File: src/rtl/video_stream_sink.sv
// AXI4-Stream video sink: tracks raster position, checks SOF/EOL framing,
// accumulates a rotate-xor checksum per frame and keeps error/frame counters.
module video_stream_sink #(
  parameter int X_SIZE = 640,
  parameter int Y_SIZE = 480,
  parameter int X_BITS = 10,
  parameter int Y_BITS = 9
) (
  input  logic              in_stream_aclk,
  input  logic              axi_resetn,
  input  logic [31:0]       in_stream_tdata,
  input  logic [3:0]        in_stream_tkeep,
  input  logic              in_stream_tlast,
  input  logic              in_stream_tvalid,
  input  logic              in_stream_tuser,
  output logic              in_stream_tready,
  input  logic              sink_enable,
  output logic [X_BITS-1:0] cur_x,
  output logic [Y_BITS-1:0] cur_y,
  output logic              frame_done,
  output logic [31:0]       frame_crc,
  output logic [15:0]       frame_count,
  output logic [7:0]        err_sof,
  output logic [7:0]        err_eol,
  output logic [7:0]        err_keep
);

  typedef enum logic {WAIT_SOF, RECV} state_t;

  localparam logic [X_BITS-1:0] X_LAST = X_BITS'(X_SIZE - 1);
  localparam logic [Y_BITS-1:0] Y_LAST = Y_BITS'(Y_SIZE - 1);

  state_t            state_q, state_d;
  logic              ready_q;
  logic [X_BITS-1:0] x_q, x_d;
  logic [Y_BITS-1:0] y_q, y_d;
  logic [31:0]       acc_q, acc_d;
  logic              frame_done_q, frame_done_d;
  logic [31:0]       frame_crc_q, frame_crc_d;
  logic [15:0]       frame_count_q, frame_count_d;
  logic [7:0]        err_sof_q, err_sof_d;
  logic [7:0]        err_eol_q, err_eol_d;
  logic [7:0]        err_keep_q, err_keep_d;

  logic              beat, take, at_origin, frame_start, line_end, frame_end;
  logic [X_BITS-1:0] px;
  logic [Y_BITS-1:0] py;
  logic [31:0]       acc_next;

  function automatic logic [7:0] sat_inc(input logic [7:0] v);
    return (v == 8'hFF) ? v : v + 8'd1;
  endfunction

  always_comb begin
    state_d       = state_q;
    x_d           = x_q;
    y_d           = y_q;
    acc_d         = acc_q;
    frame_done_d  = 1'b0;
    frame_crc_d   = frame_crc_q;
    frame_count_d = frame_count_q;
    err_sof_d     = err_sof_q;
    err_eol_d     = err_eol_q;
    err_keep_d    = err_keep_q;

    beat      = in_stream_tvalid && ready_q;
    at_origin = (x_q == '0) && (y_q == '0);
    // Beats in WAIT_SOF without tuser are dropped entirely.
    take      = beat && ((state_q == RECV) || in_stream_tuser);
    // Any tuser, or any beat landing on (0,0), (re)starts the frame.
    frame_start = (state_q == WAIT_SOF) || in_stream_tuser || at_origin;
    px        = frame_start ? '0 : x_q;
    py        = frame_start ? '0 : y_q;
    acc_next  = frame_start ? in_stream_tdata
                            : ({acc_q[30:0], acc_q[31]} ^ in_stream_tdata);
    line_end  = (px == X_LAST) || in_stream_tlast;
    frame_end = line_end && (py == Y_LAST);

    if (take) begin
      state_d = RECV;
      acc_d   = acc_next;
      if ((state_q == RECV) && (in_stream_tuser != at_origin))
        err_sof_d = sat_inc(err_sof_q);
      if (in_stream_tlast != (px == X_LAST))
        err_eol_d = sat_inc(err_eol_q);
      if (in_stream_tkeep != 4'hF)
        err_keep_d = sat_inc(err_keep_q);

      if (frame_end) begin
        x_d           = '0;
        y_d           = '0;
        frame_crc_d   = acc_next;
        frame_count_d = frame_count_q + 16'd1;
        frame_done_d  = 1'b1;
      end else if (line_end) begin
        x_d = '0;
        y_d = py + Y_BITS'(1);
      end else begin
        x_d = px + X_BITS'(1);
        y_d = py;
      end
    end
  end

  always_ff @(posedge in_stream_aclk or negedge axi_resetn) begin
    if (!axi_resetn) begin
      state_q       <= WAIT_SOF;
      ready_q       <= 1'b0;
      x_q           <= '0;
      y_q           <= '0;
      acc_q         <= '0;
      frame_done_q  <= 1'b0;
      frame_crc_q   <= '0;
      frame_count_q <= '0;
      err_sof_q     <= '0;
      err_eol_q     <= '0;
      err_keep_q    <= '0;
    end else begin
      state_q       <= state_d;
      ready_q       <= sink_enable;
      x_q           <= x_d;
      y_q           <= y_d;
      acc_q         <= acc_d;
      frame_done_q  <= frame_done_d;
      frame_crc_q   <= frame_crc_d;
      frame_count_q <= frame_count_d;
      err_sof_q     <= err_sof_d;
      err_eol_q     <= err_eol_d;
      err_keep_q    <= err_keep_d;
    end
  end

  assign in_stream_tready = ready_q;
  assign cur_x            = x_q;
  assign cur_y            = y_q;
  assign frame_done       = frame_done_q;
  assign frame_crc        = frame_crc_q;
  assign frame_count      = frame_count_q;
  assign err_sof          = err_sof_q;
  assign err_eol          = err_eol_q;
  assign err_keep         = err_keep_q;

endmodule

File: config.mk
export PLATFORM = sky130hd
export DESIGN_NAME = video_stream_sink
export DESIGN_NICKNAME = d
export VERILOG_FILES = /design/src/rtl/video_stream_sink.sv
export SDC_FILE = /design/constraint.sdc
export NUM_CORES = 1
export LEC_CHECK = 0
export ABC_AREA = 1
export BUFFER_PORTS_ARGS = -buffer_cell sky130_fd_sc_hd__buf_4
export CELL_PAD_IN_SITES_DETAIL_PLACEMENT = 1
export CELL_PAD_IN_SITES_GLOBAL_PLACEMENT = 1
export CORE_ASPECT_RATIO = 1.2
export CORE_MARGIN = 2
export CORE_UTILIZATION = 37
export CTS_BUF_LIST = sky130_fd_sc_hd__clkbuf_16
export CTS_CLUSTER_SIZE = 10
export DETAILED_ROUTE_END_ITERATION = 10
export GPL_ROUTABILITY_DRIVEN = 0
export MAX_ROUTING_LAYER = met4
export PLACE_DENSITY = 0.84
export RECOVER_POWER = 100
export REMOVE_ABC_BUFFERS = 1
export SYNTH_ARGS = -nofsm -noshare
export SYNTH_HDL_FRONTEND = slang
export SYNTH_SLANG_ARGS = --single-unit
export TNS_END_PERCENT = 100
File: constraint.sdc
create_clock -name in_stream_aclk -period 3.3 [get_ports in_stream_aclk]
set_input_delay 0.165 -clock in_stream_aclk [delete_from_list [all_inputs] [get_ports in_stream_aclk]]
set_output_delay 0.165 -clock in_stream_aclk [all_outputs]
set_load 0.05 [all_outputs]
==> Yosys cells after proc, flatten, opt, wreduce, memory -nomap -nowiden <==
Index checks and enable logic that the tools add are counted.
{ "classes": {"add_sub_neg": 6, "n_eq_ne": 8, "n_mux": 9, "bitwise_logic": 5, "n_reduce_logical": 15} }
{ "op_table": {"columns": ["op", "n"], "rows": [
  ["$mux W32", 1],
  ["$xor A32 B32 Y32", 1],
  ["$mux W10", 3],
  ["$mux W9", 3],
  ["$add A8 B1 Y8 const B", 3],
  ["$eq A8 B8 Y1 const B", 3],
  ["$add A16 B1 Y16 const B", 1],
  ["$add A10 B1 Y10 const B", 1],
  ["$eq A10 B10 Y1 const B", 1],
  ["$logic_not A10 Y1", 1],
  ["$add A9 B1 Y9 const B", 1],
  ["$eq A9 B9 Y1 const B", 1],
  ["$logic_not A9 Y1", 1],
  ["$reduce_and A3 Y1", 3],
  ["$logic_and A1 B1 Y1", 5],
  ["$logic_or A1 B1 Y1", 4],
  ["$ne A4 B4 Y1 const B", 1],
  ["$not A1 Y1", 4],
  ["$mux W1", 2],
  ["$ne A1 B1 Y1", 2],
  ["$reduce_and A2 Y1", 1]
]} }
{ "totals": {"reg_bits": 126, "in_bits": 42, "output_inout_bits": 93, "wordCells": 54} }

==> Logic depth before layout (Yosys ltp) <==
{ "logic_depth": {"word_depth": 9, "mapped_depth": 25, "ltp_nobuf": 25} }

==> Least setup slack after synthesis <==
Ideal clock, no wire load.
{ "synth_timing": {"path_kind": "register to register", "from": "reg y_q[7] (netlist: cur_y[7])", "to": "reg frame_count_q[1] (netlist: frame_count[1])", "setup_ns": 0.118, "arrival_time_ns": 3.531, "required_time_ns": 3.182, "path_slack_ns": -0.349, "stages_incl_launch_ff": 26, "path_buffers": 4, "synth_period_minus_slack_ns": 3.649, "path_cell_list": "dfrtp_1 inv_1 nand3_1 nor2_1 nand3_2 nand2_2 buf_6 buf_2 nor2_1 ha_1 nand3_1 nor2_1 nand3_1 inv_1 nand4_1 ha_1 inv_1 nand3_1 nor2_1 nand4_1 nor2_2 nand3_2 buf_4 buf_4 nand2_1 nand2_1"} }
{ "synth_between": {"elab_chain_len": 8, "word_cells_on_any_way": 10, "classes_between": "2 x eq/ne; 2 x mux; 6 x reduce/logical"} }
{ "synth_lines": {"columns": ["element", "line", "rtl"], "rows": [
  ["start, declared", "36", "logic [Y_BITS-1:0] y_q, y_d;"],
  ["start signal, assigned", "122", "y_q <= y_d;"],
  ["$logic_not A9 Y1", "67", "at_origin = (x_q == '0) && (y_q == '0);"],
  ["$logic_and A1 B1 Y1", "67", null],
  ["$logic_or A1 B1 Y1", "71", "frame_start = (state_q == WAIT_SOF) || in_stream_tuser || at_origin;"],
  ["$mux W10", "72", "px = frame_start ? '0 : x_q;"],
  ["$eq A10 B10 Y1", "76", "line_end = (px == X_LAST) || in_stream_tlast;"],
  ["$logic_or A1 B1 Y1", "76", null],
  ["$logic_and A1 B1 Y1 (*)", "77", "frame_end = line_end && (py == Y_LAST);"],
  ["$reduce_and A2 Y1 (no line) (*)", null, null],
  ["end signal, assigned", "126", "frame_count_q <= frame_count_d;"],
  ["end, declared", "40", "logic [15:0] frame_count_q, frame_count_d;"]
]} }
Every way passes the cells marked *; elsewhere a longest branch is shown, timed or not.
A chain may end at the register's enable or synchronous reset.

==> Worst setup path after layout <==
{ "layout_timing": {"from": "reg x_q[9] (netlist: cur_x[9])", "to": "reg y_q[2] (netlist: cur_y[2])"} }
{ "layout_between": {"elab_chain_len": 8, "word_cells_on_any_way": 12, "classes_between": "1 x add/sub; 2 x eq/ne; 4 x mux; 5 x reduce/logical"} }
{ "layout_lines": {"columns": ["element", "line", "rtl"], "rows": [
  ["start, declared", "35", "logic [X_BITS-1:0] x_q, x_d;"],
  ["start signal, assigned", "109", "x_q <= '0;"],
  ["start signal, assigned", "121", "x_q <= x_d;"],
  ["parallel branches: the longest is 7 deep, another holds $add A9 B1 Y9", null, null],
  ["$mux W9 (*)", "89", "if (frame_end) begin"]
]} }
Every way passes the cells marked *.

==> reports/qor.txt <==
CTS tree -> done
Post-synth cell types -> 32
Port buffer count -> 134
Post-synth EDFFs -> 0
Main synth FF type -> dfrtp_1
Die H -> 148.1 um
Antenna fix cells -> 0
Worst skew pair latency -> 0.41 ns
PnR worst setup slack -> 0.1876 ns
Total core area -> 0.01692 sq mm
Mapped Avg Cell Area -> 8.220 sq um
CP arrival -> 3.40 ns
Largest net degree at the start of global routing -> 70
Detailed-route vias per instance -> 4.981
Die Wd -> 124.1 um
HPWL after DPL -> 12,600 um
Root Driver -> clkbuf_16
Wire per inst -> 16.04 um
Share of post-route cells with drive strength above 1 -> 15.73%
Final #Nets -> 1,004
Area fraction of the dominant cell type after synthesis -> 49.24%
Hold slack final -> 0.04491 ns
Initial Util -> 37.86%
DRC Markers -> 0
Max capacitance violation total -> 1
Vias -> 5,887
Total Die Area -> 0.01838 sq mm
Final Skew -> 0.01187 ns
Initial antenna violation count -> 0
Final Core Density -> 48.73%
Setup TNS -> 0 ns
Period utilization -> 94.31%
First-pass GRT wire length -> 30,720 um
Fill cell count -> 2,113
Worst-margin pin slew -> 1.756 ns
Total global routing overflow -> 0
Final setup fails -> 0
Critical Path End Type -> register
Hold Path Class -> input pin to register
Layout area overhead -> 28.72%
Synthesis Warnings -> 0
Top cell type by total area after synthesis -> dfrtp_1
Cells after Synth -> 779
Post-synth ARST share -> 100.0%
Yosys reg bits -> 126
Crit-path max FO -> 38
Rel. slew slack -> -17.04%
F_max -> 321.3 MHz
CTS Buf Count -> 17
Number of global-route vias before repair -> 6,208
Violated checks -> max-capacitance violations, max-slew violations
Post-synthesis sequential area ratio -> 49.24%
Fin crit period -> 3.112 ns
Critical Path Start Type -> register
Commonest non-fill, non-tap cell in the layout -> nand2_1
PD cells -> 573.1 mW/mm^2
Place WS -> -0.1340 ns
Initial DRC count -> 158
CTS Sinks -> 126
# rows -> 52
Final Max Slew Viols -> 70
Antenna-violating nets left -> 0
Clock Path Buffers -> 2
H-Tree Depth -> 4
Ranking of synthesized cells by area -> dfrtp_1 (49%), nand2_1 (12%), xor2_1 (7.9%)
Mapped Area -> 0.006404 sq mm
WS Path Type -> register to register
Leakage power -> 4.070 nW
Hold Violations, Final -> 0
Ports -> 135
Gr usage total -> 21.99%
Status -> complete, but fails checks
Max IR drop VDD -> 0.4775 mV
Worst EP required -> 3.58 ns
Final wirelength -> 18,960 um
Clk pin slew, worst setup/hold paths -> 0.06 ns
DR pass1 iterations -> 5
Most frequent cells in the layout -> nand2_1 (211), dfrtp_1 (126), clkbuf_1 (93), inv_1 (86), nor2_1 (82)
worst paths after layout:
| check | from | slack, ns | cells past startpoint | to |
|---|---|---|---|---|
| setup / recovery | cur_x[9] | 0.19 | 13 | cur_y[2] |
| hold / removal | in_stream_tdata[1] | 0.04 | 4 | frame_crc[1] |
| setup reg to reg | cur_x[9] | 0.19 | 13 | cur_y[2] |
| hold reg to reg | frame_crc[2] | 0.48 | 2 | frame_crc[2] |
| max in group asynchronous | axi_resetn | 0.78 | 3 | frame_count[10] |
| min in group asynchronous | axi_resetn | 0.73 | 2 | err_sof[2] |
routing by layer:
metal	wire (um)	track usage (%)
met3	936	4.563
met5	0	-
met2	9759	36.78
met1	7931	26.44
met4	335	7.022
stage by stage:
step | power (W) | cell area, sq um | instances
after floorplan | 0.002576 | 6275 | 755
after global placement | 0.002958 | 7794 | 1134
after detailed placement | 0.003001 | 7794 | 1134
after CTS | 0.004848 | 8474 | 1172
after global routing | 0.004951 | 8243 | 1182
final | 0.004724 | 8243 | 1182
state kept, by name (all words and copies together) (netlist names):
signal,count
acc_q,32
cur_x,10
cur_y,9
err_eol,8
err_keep,8
err_sof,8
frame_count,16
frame_crc,32
frame_done,1
in_stream_tready,1
state_q,1
cell usage after synthesis, types with 2 or more instances:
library cell  count
nor2_1           87
ha_1              8
buf_2             4
o21ai_0          51
dfrtp_1         126
clkbuf_1          9
nand4_1          23
mux2_2            2
nor4_1            3
nand2_2           2
o22ai_1           4
buf_4             7
inv_2             4
xnor2_1          11
nor2_4            2
nand3_1          42
buf_1             3
nand2_1         212
inv_1            87
xor2_1           58
nand3_2           4
o21bai_1          7
nor3_1            7
nor2_2            8
logic make-up (layout without fill, tap and decap cells):
| logic type | Yosys count | after routing | share of synthesized area (%) |
|---|---|---|---|
| AND/OR/NAND/NOR | 392 | 392 | 26.08 |
| flip-flops | 126 | 126 | 49.24 |
| buffers and inverters | 115 | 302 | 7.346 |
| XOR/XNOR | 69 | 69 | 9.437 |
| AO/OA/AOI/OAI | 67 | 67 | 5.979 |
| adder cells (fa/ha/maj) | 8 | 8 | 1.563 |
| multiplexers | 2 | 2 | 0.3517 |
repair_timing:
action,4_1_cts,5_1_grt
endpoints found under the setup margin,35,52
endpoints found under the hold margin,69,0
gates cloned,1,0
gates resized for setup,8,20
hold buffers,2,0
buffers inserted,4,10
pin swaps,3,6
final cells by class:
type / instances / area, sq um / share of cell area, %
clock buffer: 17 / 425.4 / 5.161
tap: 216 / 270.3 / 3.279
clock inverter: 14 / 138.9 / 1.685
inverter: 91 / 344.1 / 4.174
timing repair buffer: 180 / 1051 / 12.75
sequential: 126 / 3153 / 38.25
multi-input combinational: 538 / 2860 / 34.70
where the power goes:
group          switching (W)  internal (W)  total, W
clock network       0.000660       0.00116   0.00182
logic               0.000763      0.000287   0.00105
registers           0.000138       0.00172   0.00186
total                0.00156       0.00316   0.00472
critical path: stages (launching register included):
cell and delay, ns:
dfrtp_1 0.38, nor2_1 0.11, nand2_1 0.06, nor2_1 0.19, nand3_2 0.14, nand2_4 0.11
clkbuf_2 0.68, nor2_1 0.16, ha_1 0.27, nand2_1 0.13, nor2_4 0.10, a21oi_2 0.19
inv_1 0.13, o21ai_0 0.31
Note: power is estimated with default switching activity, not from simulation.
